**src/rtl/alu_ctrl_pkg.sv**
```systemverilog
// Shared FSM state type and ALU funct encodings for the ALU arbiter.
package alu_ctrl_pkg;

    typedef enum logic [1:0] {
        IDLE,
        EXEC,
        RESP
    } state_t;

    localparam int unsigned FN_ZERO    = 0;
    localparam int unsigned FN_ADD     = 1;
    localparam int unsigned FN_SUB     = 2;
    localparam int unsigned FN_AND     = 3;
    localparam int unsigned FN_OR      = 4;
    localparam int unsigned FN_SUB_ALT = 5;
    localparam int unsigned FN_SLT     = 6;
    localparam int unsigned FN_SLL     = 7;
    localparam int unsigned FN_MAX     = 7;

endpackage

```
**src/rtl/rr_picker.sv**
```systemverilog
// Combinational round-robin picker: first set request at or after rr_ptr, wrapping.
module rr_picker #(
    parameter int NUM_REQ = 2,
    parameter int ID_W    = $clog2(NUM_REQ)
) (
    input  logic [NUM_REQ-1:0] req,
    input  logic [ID_W-1:0]    rr_ptr,
    output logic [NUM_REQ-1:0] grant,
    output logic [ID_W-1:0]    grant_idx,
    output logic               any_valid
);

    logic [ID_W-1:0] idx;

    always_comb begin
        // NOTE: every output gets a default before the loop, so no latch is inferred.
        grant     = '0;
        grant_idx = '0;
        any_valid = 1'b0;
        idx       = '0;
        for (int off = 0; off < NUM_REQ; off++) begin
            idx = ID_W'((int'(rr_ptr) + off) % NUM_REQ);
            if (!any_valid && req[idx]) begin
                any_valid  = 1'b1;
                grant[idx] = 1'b1;
                grant_idx  = idx;
            end
        end
    end

endmodule

```
**src/rtl/alu_arbiter.sv**
```systemverilog
// Round-robin arbiter sharing one external ALU between NUM_REQ requesters,
// with a single tagged response channel.
module alu_arbiter
    import alu_ctrl_pkg::*;
#(
    parameter int WIDTH    = 32,
    parameter int FUNCTION = 6,
    parameter int NUM_REQ  = 2,
    parameter int ID_W     = $clog2(NUM_REQ)
) (
    input  logic                         clk,
    input  logic                         rst,
    input  logic [NUM_REQ-1:0]           req_valid,
    output logic [NUM_REQ-1:0]           req_ready,
    input  logic [NUM_REQ*WIDTH-1:0]     req_a,
    input  logic [NUM_REQ*WIDTH-1:0]     req_b,
    input  logic [NUM_REQ*FUNCTION-1:0]  req_funct,
    output logic                         rsp_valid,
    input  logic                         rsp_ready,
    output logic [WIDTH-1:0]             rsp_data,
    output logic [ID_W-1:0]              rsp_id,
    output logic                         rsp_err,
    output logic [WIDTH-1:0]             alu_a,
    output logic [WIDTH-1:0]             alu_b,
    output logic [FUNCTION-1:0]          alu_funct,
    output logic                         alu_enable,
    input  logic [WIDTH-1:0]             alu_out
);

    state_t              state;
    logic [ID_W-1:0]     rr_ptr;
    logic [ID_W-1:0]     next_ptr;
    logic [NUM_REQ-1:0]  grant;
    logic [ID_W-1:0]     grant_idx;
    logic                any_valid;
    logic [WIDTH-1:0]    sel_a;
    logic [WIDTH-1:0]    sel_b;
    logic [FUNCTION-1:0] sel_funct;

    rr_picker #(
        .NUM_REQ (NUM_REQ),
        .ID_W    (ID_W)
    ) u_picker (
        .req       (req_valid),
        .rr_ptr    (rr_ptr),
        .grant     (grant),
        .grant_idx (grant_idx),
        .any_valid (any_valid)
    );

    assign sel_a     = req_a[int'(grant_idx)*WIDTH +: WIDTH];
    assign sel_b     = req_b[int'(grant_idx)*WIDTH +: WIDTH];
    assign sel_funct = req_funct[int'(grant_idx)*FUNCTION +: FUNCTION];
    assign next_ptr  = (int'(grant_idx) == NUM_REQ - 1) ? '0 : grant_idx + 1'b1;

    // The accept is combinational so a grant costs no extra cycle in IDLE.
    assign req_ready = (state == IDLE && !rst) ? grant : '0;

    always_ff @(posedge clk) begin
        // NOTE: non-blocking assignments only, so every register updates from pre-edge values.
        if (rst) begin
            // NOTE: all state here is plain registers (no memories), so everything is reset and never X.
            state      <= IDLE;
            rr_ptr     <= '0;
            rsp_valid  <= 1'b0;
            rsp_data   <= '0;
            rsp_id     <= '0;
            rsp_err    <= 1'b0;
            alu_enable <= 1'b0;
            alu_a      <= '0;
            alu_b      <= '0;
            alu_funct  <= '0;
        end else begin
            case (state)
                IDLE: begin
                    if (any_valid) begin
                        alu_a     <= sel_a;
                        alu_b     <= sel_b;
                        alu_funct <= sel_funct;
                        rsp_id    <= grant_idx;
                        rr_ptr    <= next_ptr;
                        if (sel_funct > FUNCTION'(FN_MAX)) begin
                            // Illegal funct bypasses the ALU entirely.
                            rsp_data  <= '0;
                            rsp_err   <= 1'b1;
                            rsp_valid <= 1'b1;
                            state     <= RESP;
                        end else begin
                            alu_enable <= 1'b1;
                            state      <= EXEC;
                        end
                    end
                end
                EXEC: begin
                    alu_enable <= 1'b0;
                    rsp_data   <= alu_out;
                    rsp_err    <= 1'b0;
                    rsp_valid  <= 1'b1;
                    state      <= RESP;
                end
                RESP: begin
                    if (rsp_ready) begin
                        rsp_valid <= 1'b0;
                        state     <= IDLE;
                    end
                end
                default: state <= IDLE;
            endcase
        end
    end

endmodule

```
**config.mk**
```make
export PLATFORM = sky130hd
export DESIGN_NAME = alu_arbiter
export DESIGN_NICKNAME = d
export VERILOG_FILES = /design/src/rtl/alu_ctrl_pkg.sv /design/src/rtl/rr_picker.sv /design/src/rtl/alu_arbiter.sv
export SDC_FILE = /design/constraint.sdc
export NUM_CORES = 1
export LEC_CHECK = 0
export ABC_AREA = 1
export CORE_AREA = 8 8 150 96
export CTS_BUF_LIST = sky130_fd_sc_hd__clkbuf_2 sky130_fd_sc_hd__clkbuf_4 sky130_fd_sc_hd__clkbuf_8
export CTS_CLUSTER_DIAMETER = 200
export DETAILED_ROUTE_END_ITERATION = 12
export DIE_AREA = 0 0 158 104
export GPL_ROUTABILITY_DRIVEN = 1
export PLACE_DENSITY_LB_ADDON = 0.25
export SKIP_CTS_REPAIR_TIMING = 1
export SYNTH_ARGS = -nofsm -noshare
export SYNTH_HDL_FRONTEND = slang
export SYNTH_SLANG_ARGS = --single-unit
```
**constraint.sdc**
```tcl
create_clock -name clk -period 1.56 [get_ports clk]
set_input_delay 0.312 -clock clk [delete_from_list [all_inputs] [get_ports clk]]
set_output_delay 0.312 -clock clk [all_outputs]
set_load 0.02 [all_outputs]
```
# --- Yosys cells after proc, flatten, opt, wreduce, memory -nomap -nowiden ---
# Index checks and enable logic that the tools add are counted.
totals:
  register_bits: 109
  inputBits: 177
op_classes:
  n_addsub: 2
  n_mul: 1
  n_lt_le_gt_ge: 5
  eq_ne: 6
  n_shift: 3
  n_mux: 31
  bitwise: 1
  reduce_logical: 14
op_table:
  columns: ["operator", "count"]
  rows:
  - ["64-bit by 7-bit variable part select with 32-bit output", 2]
  - ["32-bit 2-to-1 mux", 2]
  - ["32-bit case mux with 2 select lines", 1]
  - ["1-bit 2-to-1 mux", 16]
  - ["2-bit 2-to-1 mux", 6]
  - ["12-bit by 5-bit variable part select with 6-bit output", 1]
  - ["6-bit by 3-bit > comparator with 1-bit output (second input constant)", 1]
  - ["2-bit inequality test (second input constant)", 3]
  - ["2-bit case mux with 3 select lines", 1]
  - ["3-bit AND reduction", 2]
  - ["1-bit logical AND", 4]
  - ["1-bit by 2-bit < comparator with 1-bit output (second input constant)", 2]
  - ["1-bit case mux with 2 select lines", 2]
  - ["2-bit AND reduction", 2]
  - ["4-bit AND reduction", 1]
  - ["1-bit by 2-bit multiplier with 3-bit output (second input constant)", 1]
  - ["1-bit case mux with 3 select lines", 1]
  - ["3-bit nonzero test", 1]
  - ["1-bit adder (second input constant)", 2]
  - ["1-bit demux with 1-bit select", 2]
  - ["2-bit by 1-bit equality test with 1-bit output (second input constant)", 1]
  - ["2-bit equality test (second input constant)", 1]
  - ["1-bit >= comparator (second input constant)", 2]
  - ["1-bit zero test", 2]
  - ["other kinds (4)", 4]

# --- Longest topological paths before layout ---
# Gate-level depths: netlist of the first run.
depth:
  ltp_word: 12
  mapped_depth: 11
  mapped_depth_nobuf: 10

# --- Hierarchy ---
# A second synthesis of the first run with hierarchy kept.
unflattened:
  hier_cells: 596
  hier_area_um2: 4301.6
by_module_without_submodules:
  columns: ["mod", "instances", "cells_each", "area_each_um2"]
  rows:
  - ["alu_arbiter", 1, 582, 4246.6]
  - ["rr_picker", 1, 14, 55.1]

# --- Worst setup path before layout of the first run ---
# OpenSTA, ideal clock, no wires.
synth_path:
  path_type: "reg-to-output"
  start: "register state[1]"
  end: "output req_ready[0]"
  t_arrival_ps: 1176
  required_ps: 1248
  setup_slack_ps: 72
  stages_incl_launch_ff: 5
  path_buffers: 0
  path_cell_list: "dfxtp_1 -> nor2_4 -> inv_2 -> or2_2 -> nor2_1"
synth_between:
  elab_chain_cells: 3
synth_lines:
  columns: ["element", "line", "rtl"]
  rows:
  - ["start: declaration", "alu_arbiter.sv:30", "state_t state;"]
  - ["start signal: assignment", "alu_arbiter.sv:63", "state <= IDLE;"]
  - ["start signal: assignment", "alu_arbiter.sv:87", "state <= RESP;"]
  - ["start signal: assignment", "alu_arbiter.sv:90", "state <= EXEC;"]
  - ["2-bit zero test", "alu_arbiter.sv:57", "assign req_ready = (state == IDLE && !rst) ? grant : '0;"]
  - ["1-bit logical AND", "alu_arbiter.sv:57", null]
  - ["2-bit 2-to-1 mux", "alu_arbiter.sv:57", null]
  - ["end: declaration", "alu_arbiter.sv:14", "output logic [NUM_REQ-1:0] req_ready,"]
# No other way between the ends.

# --- Final worst setup path of the first run ---
layout_path:
  start: "register rr_ptr"
  end: "register alu_b[31]"
layout_between:
  elab_chain_cells: 7
  elab_cells_between_ends: 13
  cone_classes: "add/sub (1); shift (1); mux (8); reduce/logical (3)"
layout_lines:
  columns: ["element", "line", "rtl"]
  rows:
  - ["start: declaration", "alu_arbiter.sv:31", "logic [ID_W-1:0] rr_ptr;"]
  - ["start signal: assignment", "alu_arbiter.sv:81", "rr_ptr <= next_ptr;"]
  - ["1-bit 2-to-1 mux (not written as such) (2 in a row)", "rr_picker.sv:23", "if (!any_valid && req[idx]) begin"]
  - ["1-bit 2-to-1 mux", "rr_picker.sv:23", null]
  - ["1-bit zero test", "rr_picker.sv:23", null]
  - ["1-bit logical AND", "rr_picker.sv:23", null]
  - ["1-bit 2-to-1 mux", "rr_picker.sv:23", null]
  - ["64-bit by 7-bit variable part select with 32-bit output or 2-bit AND reduction (tied branches)", null, null]
  - ["end signal: assignment", "alu_arbiter.sv:78", "alu_b <= sel_b;"]
  - ["end: declaration", "alu_arbiter.sv:24", "output logic [WIDTH-1:0] alu_b,"]
# Parallel ways exist; a longest one is shown, timed or not. The select of a mux whose other input is x is not followed.
# A chain may end at the register's enable or synchronous reset.

==> results.json, run 1 <==
{
  "status": "complete, but fails checks",
  "violations": "negative setup slack",
  "hp-class": "register to register",
  "crit_top_cell": "nand2_4",
  "synth_edf_count": 0,
  "synth_area_leaders": "dfxtp_1, nand2_1, a31oi_1",
  "post-route-util_pct": 73.7,
  "routed_wl_um": 21400,
  "ys_seq_elements": 109,
  "report.final.hold_viol_count": 0,
  "yosysTopAreaCellShare_pct": 50.1,
  "routedWlPerCell_um": 20.0,
  "start_util_pct": 35.3,
  "die_y_um": 104,
  "clk_latency_ns": 0.37,
  "fmax_mhz": 574,
  "tightestPinTransition_ns": 1.43,
  "use_met3_pct": 9.05,
  "power_leakage_uw": 0.00516,
  "cap_violations": 0,
  "syn-cell-area_um2": 4360,
  "ys_warn_count": 0,
  "area_delta_synth_final_pct": 109,
  "floorplan.rows": 32,
  "placement.io_buffers": 284,
  "ir_drop_mv": 0.552,
  "yosysSeqAreaShare_pct": 50.1,
  "nets": 1069,
  "syn-num-nets": 759,
  "clockBufferDepth": 2,
  "synth_mux_area_share_pct": 0,
  "powerDensity_nw_per_um2": 1020,
  "grt_pass1_vias": 5129,
  "async_reset_ff_share_pct": 0,
  "synth_top_area_cell": "dfxtp_1",
  "grt_first_pass_wirelength_um": 26600,
  "synth-simple-area-share_pct": 28.9,
  "cts.sinks": 109,
  "grt_usage_pct": 20.1,
  "path_clk_slew_ns": 0.11,
  "htreeDepth": 3,
  "path_class": "register to register",
  "grt_util_met2_pct": 35.1,
  "drc": 0,
  "cp_cell_sequence": "inv_2, nand2_4, buf_6, nand2_4, nor2_4, buf_12, nor2_8, nand2_8, clkinv_8, buf_12, nand2_4, a31oi_4",
  "synth_common_cells": "nand2_1, dfxtp_1, a31oi_1",
  "max_slew_margin_pct": 4.83,
  "dr.pass1.iters": 4,
  "synth_top_family_by_area": "simple AND/OR/NAND/NOR gates",
  "numCtsBuffers": 9,
  "gr-total-overflow": 0,
  "diodes": 0,
  "synth_xor_area_share_pct": 0,
  "die_x_um": 158,
  "cp-end-kind": "register",
  "cp.required_ns": 1.85,
  "critPathSlowestCell": "dfxtp_2",
  "finalClockSkew_ns": 0.00948,
  "io_pins": 285,
  "synth_fa_ha_area_share_pct": 0,
  "tns_ns": -13.21,
  "setup_violations": 106,
  "die_area_um2": 16400,
  "maxSlewViolCount": 0,
  "vias": 5393,
  "grt_util_met1_pct": 22.0,
  "start_kind": "register",
  "synth-compound-area-share_pct": 14.9,
  "antenna_found_initial": 0,
  "rsz0062_at_grt": "yes",
  "hpwl_um": 13500,
  "setup_slack_ns": -0.183,
  "route.antenna.remaining_nets": 0,
  "cts_root_buffer": "clkbuf_8",
  "min_period_ns": 1.74,
  "grt_busiest_layer": "met2",
  "core_um2": 12300,
  "drive_gt1_share_pct": 23.4,
  "synth_flop_cell": "dfxtp_1",
  "grt_max_degree": 110,
  "cp.arrival_ns": 2.03,
  "drt_first_iter_violations": 200,
  "avgSynthCellArea_um2": 7.49,
  "vias_per_cell": 5.05,
  "synth.distinct_cells": 21,
  "cp_max_fo": 8,
  "max_stage_delay_ns": 0.35,
  "place_congestion": 0.851,
  "synthCells": 582,
  "min_period_over_period_pct": 112,
  "cts_tree": "yes",
  "yosysMostFrequentCell": "nand2_1"
}
area by class of cell:
cell class	count	area, um^2
clock buffers	12	165
clock inverters	4	37.5
fillers	860	3250
inverters	12	57.6
multi-input cells	422	2500
flip-flops and latches	109	2180
well taps	170	213
repair buffers	337	3910
repair inverters	1	16.3
per-layer routing:
metal	up-vias	share of wire (%)
met2	266	48
met1	2558	39
li1	2533	-
met5	-	0
met3	36	11
met4	0	2.1
worst paths after layout:
kind,cells after the start,slack (ns),endpoint,from
hold / removal,2,0.47,rsp_data[7],rsp_data[7]
setup / recovery,12,-0.18,alu_b[31],rr_ptr
hold reg to reg,2,0.47,rsp_data[7],rsp_data[7]
setup reg to reg,12,-0.18,alu_b[31],rr_ptr
critical path: cells and delay by family, from the launching register on:
kind                   cells  cell delay [ns]
and+or+nand+nor            6             0.51
AOI/OAI and AO/OA          1             0.17
DFF                        1             0.35
buffers and inverters      5             0.63
where the power goes:
group / internal, uW / switching (uW)
logic: 2020 / 2150
registers: 3110 / 179
clock network: 741 / 1030
logic make-up after synthesis:
kind of cell | count (synthesis)
AOI/OAI and AO/OA | 109
buffers and inverters | 51
DFF | 109
and+or+nand+nor | 313
sequential cells by signal (all words and copies together) (netlist names):
signal,count
rsp_id,1
rsp_valid,1
rr_ptr,1
alu_b,32
rsp_data,32
alu_a,32
rsp_err,1
alu_funct,6
state,2
alu_enable,1
cells in the final DEF (no fill, tap or decap), types with 2 or more instances in the layout:
cell	instances
a211oi_1	4
a21oi_1	6
a21oi_2	31
a31oi_1	61
a31oi_2	2
a31oi_4	4
buf_12	10
buf_4	18
buf_6	13
buf_8	3
clkbuf_16	11
clkbuf_8	12
clkdlybuf4s50_1	173
clkinv_8	2
dfxtp_1	107
dfxtp_2	2
dlymetal6s2s_1	108
inv_1	8
inv_2	3
inv_6	2
nand2_1	208
nand2_2	47
nand2_4	37
nand3b_1	3
nand4_1	2
nor2_1	6
nor2_2	2
nor2_4	3
through the flow:
stage / hold slack, ns / worst slack [ns] / area (um^2) / cells / power, uW
2_1_floorplan: 0.459 / 0.0722 / 4360 / 582 / 4850
3_3_place_gp: 0.447 / -0.526 / 7510 / 1026 / 6430
3_5_place_dp: 0.452 / -0.597 / 7510 / 1026 / 6480
4_1_cts: 0.468 / -0.673 / 7710 / 1042 / 8250
5_1_grt: 0.482 / -0.276 / 9080 / 1067 / 9640
6_report: 0.468 / -0.183 / 9080 / 1067 / 9240
(Power assumes the default switching activity.)
==> run 2, diff against run 1 <==
--- a/config.mk
+++ b/config.mk
@@ -6,11 +6,11 @@
 export NUM_CORES = 1
 export LEC_CHECK = 0
 export ABC_AREA = 1
-export CORE_AREA = 8 8 150 96
+export CORE_AREA = 8 8 183 116
 export CTS_BUF_LIST = sky130_fd_sc_hd__clkbuf_2 sky130_fd_sc_hd__clkbuf_4 sky130_fd_sc_hd__clkbuf_8
 export CTS_CLUSTER_DIAMETER = 200
 export DETAILED_ROUTE_END_ITERATION = 12
-export DIE_AREA = 0 0 158 104
+export DIE_AREA = 0 0 191 124
 export GPL_ROUTABILITY_DRIVEN = 1
 export PLACE_DENSITY_LB_ADDON = 0.25
 export SKIP_CTS_REPAIR_TIMING = 1
==> results.json, run 2 (synthesized netlist as in run 1, its figures left out) <==
{
  "start_util_pct": 23.6,
  "cts_root_buffer": "clkbuf_8",
  "die_y_um": 124,
  "max_stage_delay_ns": 0.34,
  "path_class": "register to register",
  "cp_cell_sequence": "inv_2, nand2_4, nand2_4, buf_4, nand2_1, nand2_1, nand4_1, nand2_4, clkbuf_16, nand2_4, a21oi_2",
  "antenna_found_initial": 0,
  "fmax_mhz": 600,
  "grt_usage_pct": 14.6,
  "cp.arrival_ns": 1.97,
  "status": "complete, but fails checks",
  "io_pins": 285,
  "core_um2": 18500,
  "maxSlewViolCount": 0,
  "min_period_over_period_pct": 107,
  "hold_ws_ns": 0.466,
  "die_area_um2": 23700,
  "tightestPinTransition_ns": 0.948,
  "die_x_um": 191,
  "diodes": 0,
  "final_cell_mix": "nand2_1, clkdlybuf4s50_1, dlymetal6s2s_1",
  "placement.io_buffers": 284,
  "drt_first_iter_violations": 231,
  "dp.cells": 1103,
  "fillCellCount": 1739,
  "path_clk_slew_ns": 0.10,
  "cap_violations": 0,
  "cp.required_ns": 1.86,
  "floorplan.rows": 39,
  "clk_latency_ns": 0.38,
  "p_total_uw": 9380,
  "tns_ns": -3.99,
  "routedWlPerCell_um": 18.8,
  "cts_tree": "yes",
  "place_congestion": 0.734,
  "hp-class": "register to register",
  "area_delta_synth_final_pct": 110,
  "dpl_worst_slack_ns": -0.479,
  "finalClockSkew_ns": 0.0128,
  "setup_violations": 96,
  "nets": 1066,
  "powerDensity_nw_per_um2": 1030,
  "dr.pass1.iters": 5,
  "min_period_ns": 1.67,
  "start_kind": "register",
  "violations": "negative setup slack",
  "cp_max_fo": 7,
  "critical_path_buf_inv_count": 3,
  "vias": 5084,
  "drive_gt1_share_pct": 22.1,
  "cts.sinks": 109,
  "vias_per_cell": 4.46,
  "route.antenna.remaining_nets": 0,
  "crit_top_cell": "nand2_4",
  "hpwl_um": 13500,
  "grt_pass1_vias": 4841,
  "clockBufferDepth": 2,
  "layout.cells.non_filler": 1140,
  "multi_input_area_um2": 2490,
  "drc": 0,
  "max_slew_margin_pct": 36.8,
  "critPathSlowestCell": "dfxtp_2",
  "layout_commonest_cell": "nand2_1",
  "grt_max_degree": 69,
  "rsz0062_at_grt": "yes",
  "worstRegToRegCells": 11,
  "cp_top_family": "simple AND/OR/NAND/NOR gates",
  "numCtsBuffers": 9,
  "cp-end-kind": "register",
  "ir_drop_mv": 0.543,
  "grt_first_pass_wirelength_um": 27300,
  "min_path_cells": 2,
  "cp.depth": 11,
  "reg_top3": "alu_a x32, alu_b x32, rsp_data x32",
  "power_leakage_uw": 0.00518,
  "routed_wl_um": 21500,
  "report.final.hold_viol_count": 0,
  "setup_slack_ns": -0.107,
  "htreeDepth": 3,
  "regArea_um2": 2180,
  "gr-total-overflow": 0
}
run 2: cell types whose count changed in the layout (fill, tap and decap cells not counted), sizes merged:
cell,change
clkbuf,+1
clkinv,-1
buf,-3
run 2: final cells by class:
class                           count  area share, %
Multi-Input combinational cell    422           27.2
Timing Repair Buffer              335           42.7
Sequential cell                   109           23.9
Clock inverter                      4          0.410
Inverter                           12          0.629
Tap cell                          246           3.37
Clock buffer                       12           1.81
run 2: routing by layer:
layer  global-route usage (%)  up-vias  routed length [um]
li1                         -     2521                   -
met5                        0        -                   0
met2                     21.9      212                9220
met4                     2.85        0                 148
met1                     18.9     2340                9980
met3                     6.80       11                2120
run 2: final timing paths:
| kind | from | to | slack, ns |
|---|---|---|---|
| max | rr_ptr | rsp_data[18] | -0.11 |
| min | rsp_data[17] | rsp_data[17] | 0.47 |
| max reg2reg | rr_ptr | rsp_data[18] | -0.11 |
| min reg2reg | rsp_data[17] | rsp_data[17] | 0.47 |
run 2: where the power goes:
part           switching, uW  leakage (uW)  internal (uW)  total (uW)
Sequential               164      0.000893           3110        3280
Clock                   1070      0.000106            742        1810
Combinational           2230       0.00418           2060        4290
run 2: worst reg2reg max path, stage by stage, from the launching register on:
cell and delay [ns]:
dfxtp_2 0.34, inv_2 0.08, nand2_4 0.06, nand2_4 0.08, buf_4 0.13, nand2_1 0.05, nand2_1 0.08, nand4_1 0.17
nand2_4 0.21, clkbuf_16 0.22, nand2_4 0.05, a21oi_2 0.12
run 2: stage by stage:
step | util, % | instance area (um^2)
after global routing | 49.5 | 9150
after global placement | 41.0 | 7590
after CTS | 42.1 | 7790
final | 49.5 | 9150
after detailed placement | 41.0 | 7590
after floorplan | - | 4360
==> run 3, diff against run 2 <==
--- a/config.mk
+++ b/config.mk
@@ -13,6 +13,7 @@
 export DIE_AREA = 0 0 191 124
 export GPL_ROUTABILITY_DRIVEN = 1
 export PLACE_DENSITY_LB_ADDON = 0.25
+export RECOVER_POWER = 25
 export SKIP_CTS_REPAIR_TIMING = 1
 export SYNTH_ARGS = -nofsm -noshare
 export SYNTH_HDL_FRONTEND = slang
==> results.json, run 3 (synthesized netlist as in run 1, its figures left out) <==
{
  "start_kind": "register",
  "min_period_over_period_pct": 107,
  "drt_first_iter_violations": 235,
  "drive_gt1_share_pct": 22.1,
  "floorplan.rows": 39,
  "cts_tree": "yes",
  "hpwl_um": 13500,
  "switchingPower_uw": 3450,
  "cp-end-kind": "output port",
  "crit_path_start": "state[1]",
  "start_util_pct": 23.6,
  "violations": "negative setup slack",
  "powerDensity_nw_per_um2": 1040,
  "tightestPinTransition_ns": 0.941,
  "finalClockSkew_ns": 0.0146,
  "whs_endpoint": "rsp_data[17]",
  "die_x_um": 191,
  "cts.sinks": 109,
  "gr-total-overflow": 0,
  "clockBufferDepth": 2,
  "p_comb_share_pct": 45.2,
  "report.final.hold_viol_count": 0,
  "diodes": 0,
  "drc": 0,
  "p_total_uw": 9280,
  "rsz0062_at_grt": "yes",
  "clk_latency_ns": 0.38,
  "clockPowerShare_pct": 19.5,
  "power.internal_uw": 5830,
  "seq_power_share_pct": 35.3,
  "min_from": "rsp_data[17]",
  "swShare_pct": 37.2,
  "die_area_um2": 23700,
  "hp-class": "register to register",
  "path_class": "register to output port",
  "cp.required_ns": 1.25,
  "cp_max_fo": 2,
  "r2r_start": "rr_ptr",
  "regArea_um2": 2180,
  "numCtsBuffers": 9,
  "setup_slack_ns": -0.104,
  "setup_violations": 91,
  "placement.io_buffers": 284,
  "nets": 1066,
  "place_congestion": 0.734,
  "die_y_um": 124,
  "htreeDepth": 3,
  "reg2reg_to": "rsp_data[18]",
  "layout_commonest_cell": "nand2_1",
  "multi_input_area_um2": 2490,
  "grt_usage_pct": 14.6,
  "fmax_mhz": 601,
  "cap_violations": 0,
  "core_um2": 18500,
  "routed_wl_um": 21400,
  "grt_max_degree": 69,
  "status": "complete, but fails checks",
  "maxSlewViolCount": 0,
  "fillCellCount": 1773,
  "grt_first_pass_wirelength_um": 27300,
  "min_path_cells": 2,
  "design_area_um2": 8910,
  "final_cell_mix": "nand2_1, clkdlybuf4s50_1, dfxtp_1",
  "max_slew_margin_pct": 37.2,
  "cp.arrival_ns": 1.35,
  "vias": 5101,
  "vias_per_cell": 4.47,
  "worstRegToRegCells": 11,
  "r2r_slack_ns": -0.10,
  "route.antenna.remaining_nets": 0,
  "ir_drop_mv": 0.536,
  "area_delta_synth_final_pct": 105,
  "io_pins": 285,
  "dr.pass1.iters": 4,
  "path_clk_slew_ns": 0.10,
  "power_leakage_uw": 0.00467,
  "grt_pass1_vias": 4841,
  "routedWlPerCell_um": 18.8,
  "antenna_found_initial": 0,
  "cts_root_buffer": "clkbuf_8",
  "min_period_ns": 1.66,
  "post-route-util_pct": 48.2,
  "placed_cell_area_um2": 7590,
  "reg_top3": "alu_a x32, alu_b x32, rsp_data x32"
}
## run 3: cell types whose count changed in the layout (fill, tap and decap cells not counted)
cell / previous run / this run
dlymetal6s2s_1: 108 / 81
clkbuf_1: 0 / 27
## run 3: how the worst max path moves through the flow
stage	endpoint	cells after the start
floorplan	req_ready[0]	4
global placement	req_ready[1]	5
detailed placement	rsp_data[9]	11
CTS	req_ready[1]	5
global route	rsp_data[16]	11
finish	req_ready[1]	5
## run 3: per-stage QoR
stage	setup slack (ns)	instances	hold WS [ns]	TNS, ns
finish	-0.104	1140	0.467	-3.49
global route	-0.225	1140	0.457	-13.33
CTS	-0.697	1119	0.436	-18.40
detailed placement	-0.479	1103	0.453	-47.83
global placement	-0.450	1103	0.446	-45.85
floorplan	0.0722	582	0.459	0
## run 3: power by group through the flow
stage                     combinational, uW  clock, uW  sequential (uW)
after floorplan                        1130          0             3720
after global placement                 3130          0             3340
after detailed placement               3120          0             3340
after CTS                              3130       1900             3280
after global routing                   4460       1980             3320
final                                  4200       1810             3280
## run 3: metal layers
layer / wire, um / up-vias / track usage [%] / part of all wire (%)
li1: - / 2523 / - / -
met1: 10100 / 2359 / 18.9 / 47
met2: 9140 / 207 / 21.9 / 43
met3: 1990 / 12 / 6.80 / 9.3
met4: 150 / 0 / 2.85 / 0.70
met5: 0 / - / 0 / 0
## run 3: worst max-delay path, stage by stage, from the launching register on
cell,delay [ns]
dfxtp_2,0.35
nor2_4,0.11
inv_2,0.04
or2_4,0.25
nor2_4,0.11
buf_6,0.12
## run 3: layout make-up
| type | count | share of cell area (%) |
|---|---|---|
| clock buffer | 12 | 1.85 |
| clock inverter | 4 | 0.421 |
| tap | 246 | 3.45 |
| inverter | 12 | 0.646 |
| sequential | 109 | 24.5 |
| multi-input combinational | 422 | 28.0 |
| timing repair buffer | 335 | 41.1 |
